==> src/rtl/led_share_if.sv <==
// Requester-side bundle for the shared LED bank: requests and patterns in,
// grant and busy back out.
interface led_share_if;
    logic [2:0]  req;
    logic [14:0] pat;
    logic [2:0]  gnt;
    logic        busy;

    modport master (output req, pat, input gnt, busy);
    modport slave  (input req, pat, output gnt, busy);
endinterface

==> src/rtl/led_share_arbiter.sv <==
// Round-robin arbiter sharing one 5-LED bank among three requesters, with a
// tenure limit and a gray-code idle animation when nobody owns the bank.
module led_share_arbiter #(
    parameter int LOG2DELAY  = 22,
    parameter int MAX_TENURE = 4096
) (
    input  logic        clk,
    input  logic        rst,
    led_share_if.slave  bus,
    output logic        LED1,
    output logic        LED2,
    output logic        LED3,
    output logic        LED4,
    output logic        LED5
);
    localparam int CW = 5 + LOG2DELAY;
    localparam int TW = $clog2(MAX_TENURE);
    localparam logic [TW-1:0] TEN_MAX = TW'(MAX_TENURE - 1);

    typedef enum logic {IDLE, GRANT} state_t;

    state_t        state_q, state_d;
    logic [1:0]    owner_q, owner_d;
    logic [1:0]    last_q, last_d;
    logic [TW-1:0] ten_q, ten_d;
    logic [CW-1:0] anim_q, anim_d;
    logic [4:0]    led_q, led_d;
    logic [2:0]    gnt_q, gnt_d;
    logic [1:0]    win;
    logic          win_vld;
    logic [4:0]    anim_bin;

    function automatic logic [1:0] rr_idx(input logic [1:0] base, input logic [1:0] k);
        logic [2:0] s;
        s = {1'b0, base} + {1'b0, k};
        if (s >= 3'd3) s = s - 3'd3;
        return s[1:0];
    endfunction

    function automatic logic [4:0] pat_of(input logic [14:0] p, input logic [1:0] i);
        case (i)
            2'd0:    return p[4:0];
            2'd1:    return p[9:5];
            default: return p[14:10];
        endcase
    endfunction

    // Walk from farthest to nearest so the requester right after last_owner wins.
    always_comb begin
        win     = 2'd0;
        win_vld = 1'b0;
        for (int k = 3; k >= 1; k--) begin
            if (bus.req[rr_idx(last_q, 2'(k))]) begin
                win     = rr_idx(last_q, 2'(k));
                win_vld = 1'b1;
            end
        end
    end

    assign anim_bin = anim_d[CW-1 -: 5];

    always_comb begin
        anim_d  = anim_q + 1'b1;
        state_d = state_q;
        owner_d = owner_q;
        last_d  = last_q;
        ten_d   = ten_q;
        led_d   = led_q;
        gnt_d   = gnt_q;
        case (state_q)
            IDLE: begin
                gnt_d = 3'b000;
                led_d = anim_bin ^ (anim_bin >> 1);
                if (win_vld) begin
                    state_d = GRANT;
                    owner_d = win;
                    ten_d   = '0;
                    gnt_d   = 3'b001 << win;
                    led_d   = pat_of(bus.pat, win);
                end
            end
            GRANT: begin
                led_d = pat_of(bus.pat, owner_q);
                if (ten_q != TEN_MAX) ten_d = ten_q + 1'b1;
                // gnt_q is the owner's one-hot, so it doubles as the owner mask.
                if (!(|(bus.req & gnt_q)) ||
                    ((ten_q == TEN_MAX) && (|(bus.req & ~gnt_q)))) begin
                    state_d = IDLE;
                    gnt_d   = 3'b000;
                    last_d  = owner_q;
                    led_d   = led_q;
                end
            end
            default: state_d = IDLE;
        endcase
    end

    always_ff @(posedge clk) begin
        if (rst) begin
            state_q <= IDLE;
            owner_q <= 2'd0;
            last_q  <= 2'd2;
            ten_q   <= '0;
            anim_q  <= '0;
            led_q   <= 5'b0;
            gnt_q   <= 3'b000;
        end else begin
            state_q <= state_d;
            owner_q <= owner_d;
            last_q  <= last_d;
            ten_q   <= ten_d;
            anim_q  <= anim_d;
            led_q   <= led_d;
            gnt_q   <= gnt_d;
        end
    end

    assign bus.gnt  = gnt_q;
    assign bus.busy = (state_q == GRANT);
    assign {LED1, LED2, LED3, LED4, LED5} = led_q;
endmodule

==> src/flat_wrapper.sv <==
// flat-port wrapper written by rule: the top's interface ports become plain ports
module led_share_arbiter_flat 
#(
    parameter int LOG2DELAY  = 22,
    parameter int MAX_TENURE = 4096
)
  (clk, rst, LED1, LED2, LED3, LED4, LED5, bus_req, bus_pat, bus_gnt, bus_busy);
  led_share_if bus_i ();
  input  logic clk;
  input  logic rst;
  output logic LED1;
  output logic LED2;
  output logic LED3;
  output logic LED4;
  output logic LED5;
  input wire logic [$bits(bus_i.req)-1:0] bus_req;
  input wire logic [$bits(bus_i.pat)-1:0] bus_pat;
  output wire logic [$bits(bus_i.gnt)-1:0] bus_gnt;
  output wire logic [$bits(bus_i.busy)-1:0] bus_busy;
  assign bus_i.req = bus_req;
  assign bus_i.pat = bus_pat;
  assign bus_gnt = bus_i.gnt;
  assign bus_busy = bus_i.busy;
  led_share_arbiter #(.LOG2DELAY(LOG2DELAY), .MAX_TENURE(MAX_TENURE)) u_core (.clk(clk), .rst(rst), .bus(bus_i), .LED1(LED1), .LED2(LED2), .LED3(LED3), .LED4(LED4), .LED5(LED5));
endmodule
==> config.mk <==
export PLATFORM = sky130hd
export DESIGN_NAME = led_share_arbiter_flat
export DESIGN_NICKNAME = d
export VERILOG_FILES = /design/src/rtl/led_share_if.sv /design/src/rtl/led_share_arbiter.sv /design/src/flat_wrapper.sv
export SDC_FILE = /design/constraint.sdc
export NUM_CORES = 1
export LEC_CHECK = 0
export ABC_AREA = 1
export CORE_AREA = 2 2 106 108
export CTS_BUF_LIST = sky130_fd_sc_hd__clkbuf_8
export DETAILED_ROUTE_END_ITERATION = 8
export DIE_AREA = 0 0 108 110
export GPL_TIMING_DRIVEN = 0
export PLACE_DENSITY = 0.58
export SLEW_MARGIN = 20
export SYNTH_ARGS = -nofsm -noshare
export SYNTH_HDL_FRONTEND = slang
export SYNTH_SLANG_ARGS = --single-unit
==> constraint.sdc <==
create_clock -name clk -period 2.55 [get_ports clk]
set_clock_uncertainty 0.2 [all_clocks]
set_input_delay 0.765 -clock clk [delete_from_list [all_inputs] [get_ports clk]]
set_output_delay 0.765 -clock clk [all_outputs]
set_load 0.01 [all_outputs]
==> reports/results.tsv <==
stage	metric	value	unit
outcome	outcome	finished clean	
logic_synthesis	synthArstFlopShare	0	%
pwr	combPwrFrac	49.9	%
cts	clkTransAtPathRegs	0.11	ns
routing	drc	0	
cts	cts_made_buffers	5	
cts	htree_levels	2	
logic_synthesis	ys_dominant_reg_cell	dfxtp_1	
logic_synthesis	post_synth.cell_area_avg	6.604	µm²
grt	grt_first_pass_wirelength	12640	µm
critical_path	worstPathRequired	2.52	ns
place	postPlaceCellArea	0.003602	mm²
pwr	sequential_share_of_power	32.8	%
critical_path	critPathBufInv	3	
critical_path	timing.critical_path.to_type	flip-flop	
place	buffer_ports.inserted	27	
routing	ant_nets	0	
pwr	sw_frac_of_total	44.29	%
pwr	vdd_drop_max	0.3421	mV
cells_and_area	finalNetCount	537	
pwr	power_switching	1.304	mW
cts	holdBufCountCts	0	
critical_path	critPathMaxFanout	8	
cells_and_area	area_growth	17.80	%
cells_and_area	num-fill-cells	1150	
critical_path	critical_path_arrival	2.37	ns
grt	number_of_global_route_vias_before_repair	2799	
place	dp.cells	645	
floorplan	die_w	108	µm
timing	tightest_slew	0.6808	ns
worst_hold_path	hold_path.class	reg2reg	
logic_synthesis	yosys_register_bits	52	
flow_run	timing.max_cap.violations	0	
routing	vias_per_cell	4.603	
critical_path	crit_path_largest_cell_delay	0.51	ns
cts	cts_setup_buffers	0	
critical_path	critical_path.startpoint_type	input pin	
cells_and_area	diodes	0	
timing	relSlewSlack	54.61	%
grt	overflow	0	
place	place_congestion	0.8380	
critical_path	worst_path_max_delay_cell	clkdlybuf4s50_1	
timing	final_period_minus_worst_setup_slack	2.395	ns
timing	hold_violations	0	
cts	cts-resized-gates	0	
floorplan	core_area	0.01070	mm²
critical_path	cpLargestDelayFamily	simple AND/OR/NAND/NOR gates	
timing	timing.final.setup_violations	0	
pwr	total_power	2.944	mW
cts	clock_sink_count	52	
timing	unrepaired_setup_endpoints_after_global_routing	false	
critical_path	crit_path_frequent_cell	nand2_1	
floorplan	fp-row-count	38	
floorplan	die-area	0.01188	mm²
logic_synthesis	syn-num-nets	503	
routing	detailedRoute.firstIterationViolations	118	
place	placement.setup.worst_slack	-0.2391	ns
critical_path	category_of_the_most_critical_setup_path	in2reg	
timing	max_freq	417.6	MHz
cells_and_area	final_layout_size_suffix_gt1_share	12.48	%
grt	grt_max_degree	17	
grt	global_route_total_usage_across_every_layer	13.14	%
timing	worst_slack	0.1552	ns
pwr	leakage	1.441	nW
logic_synthesis	number_of_library_cell_types_mapped_by_synthesis	42	
logic_synthesis	synth-edff-count	0	
cells_and_area	fin_area	0.003719	mm²
cts	tritoncts	built	
pwr	p_clk_share	17.3	%
cells_and_area	layout_common_cells	142 x nand2_1, 57 x nor2_1, 51 x dfxtp_1	
cells_and_area	instances_no_fill	653	
place	place_hpwl	5915	µm
routing	route.vias.total	3006	
logic_synthesis	syn-cell-area	0.003157	mm²
floorplan	die_h	110	µm
logic_synthesis	seq_area_frac_synth	32.98	%
pwr	power_report.internal_total	1.640	mW
logic_synthesis	netlist_instances	478	
grt	antenna_found_initial	0	
logic_synthesis	yosys_warnings	0	
cts	cts_root_buffer	clkbuf_8	
routing	drt-wirelength-per-cell	11.70	µm
timing	min_period_over_period	93.92	%
cts	clk_path_buf_depth	2	
critical_path	sequence_of_cells_on_the_critical_path	clkdlybuf4s50_1, inv_1, nand2_1, nand3_2, nand3_1, nand2_1, nand2_1, nand2_4, nand2_1, nand2_1, inv_1, nand2_1, nand2_1, nand2_1, nand2_1, a21oi_2	
routing	route.final.wire_length	7642	µm
cells_and_area	final_common_cell	nand2_1	
cts	worstSkewPairLatency	0.31	ns
floorplan	start_util	29.51	%
timing	report.final.slew_viol_count	0	
floorplan	floorplan.io_pins	29	
pwr	power_density	791.8	mW/mm²
routing	drtPass1Iterations	5	
-- stage by stage --
stage	util, %	hold slack, ns	setup TNS, ns
6_report	34.76	0.2857	0
5_1_grt	34.76	0.3242	0
4_1_cts	34.58	0.2879	0
3_5_place_dp	33.67	0.2665	-2.829
3_3_place_gp	33.67	0.2619	-2.800
2_1_floorplan	-	0.2409	0
-- Yosys cell counts (3+ instances only) --
cell type	count	area (µm²)
nand2_1	143	536.8
nor2_1	57	214.0
dfxtp_1	52	1041
inv_1	44	165.2
nand3_1	38	190.2
a21oi_1	28	140.1
nand2_2	11	68.82
o21ai_0	11	55.05
nor3_1	10	50.05
xor2_1	10	87.58
inv_2	9	33.78
clkbuf_1	6	22.52
ha_1	5	62.56
nand3_2	5	50.05
nor2_4	5	56.30
nand2_4	4	45.04
nor2_2	4	25.02
a21oi_2	3	26.28
-- power by group through the flow --
stage	clock network [mW]	registers, mW	logic [mW]
after floorplan	0	0.987	1.04
after global placement	0	0.981	1.43
after detailed placement	0	0.983	1.44
after CTS	0.524	0.963	1.45
after global routing	0.552	0.978	1.65
final	0.510	0.966	1.47
-- layout make-up --
class	instances	area, µm²	share of cell area [%]
tap	140	175.2	4.711
buffer	8	41.29	1.110
inverter	55	210.2	5.653
timing repair buffer	27	275.3	7.402
sequential	52	1042	28.03
multi-input combinational	363	1877	50.47
clock inverter	2	15.01	0.4038
clock buffer	6	82.58	2.221
-- final timing paths --
kind,startpoint,to,slack (ns),cells after the start
min,u_core.ten_q[1]$_SDFFE_PP0P_,u_core.ten_q[1]$_SDFFE_PP0P_,0.29,2
max reg2reg,u_core.last_q[0]$_SDFFE_PP0P_,u_core.ten_q[5]$_SDFFE_PP0P_,0.16,14
min reg2reg,u_core.ten_q[1]$_SDFFE_PP0P_,u_core.ten_q[1]$_SDFFE_PP0P_,0.29,2
max,bus_req[0],u_core.led_q[0]$_SDFFE_PP0N_,0.16,16
-- logic make-up after synthesis --
| kind of cell | synth area share (%) |
|---|---|
| AND/OR/NAND/NOR | 43.12 |
| buffers and inverters | 7.967 |
| AO/OA/AOI/OAI | 10.62 |
| flip-flops | 32.98 |
| XOR/XNOR | 3.329 |
| adder cells (fa/ha/maj) | 1.982 |
-- per-layer routing --
| metal | track usage, % | wire length [µm] | up-vias |
|---|---|---|---|
| met5 | 0 | 0 | - |
| met4 | 3.297 | 78 | 0 |
| met3 | 2.058 | 283 | 6 |
| met2 | 23.63 | 3583 | 52 |
| met1 | 16.44 | 3697 | 1355 |
| li1 | - | - | 1593 |
-- worst reg2reg max path, delay by kind of cell, from the launching register on --
kind	cells	cell delay, ns
compound gates	1	0.07
fa+ha+maj	1	0.29
buf+inv	4	0.37
flops	1	0.39
simple gates	8	0.97
-- registers in the layout, indices dropped and copies added, names as in the netlist --
signal,cells
u_core.owner_q,2
u_core.last_q,2
u_core.bus.busy,1
u_core.led_q,5
u_core.ten_q,12
u_core.bus.gnt,3
u_core.anim_q,27
No activity file was read; power rests on OpenSTA's default activity.
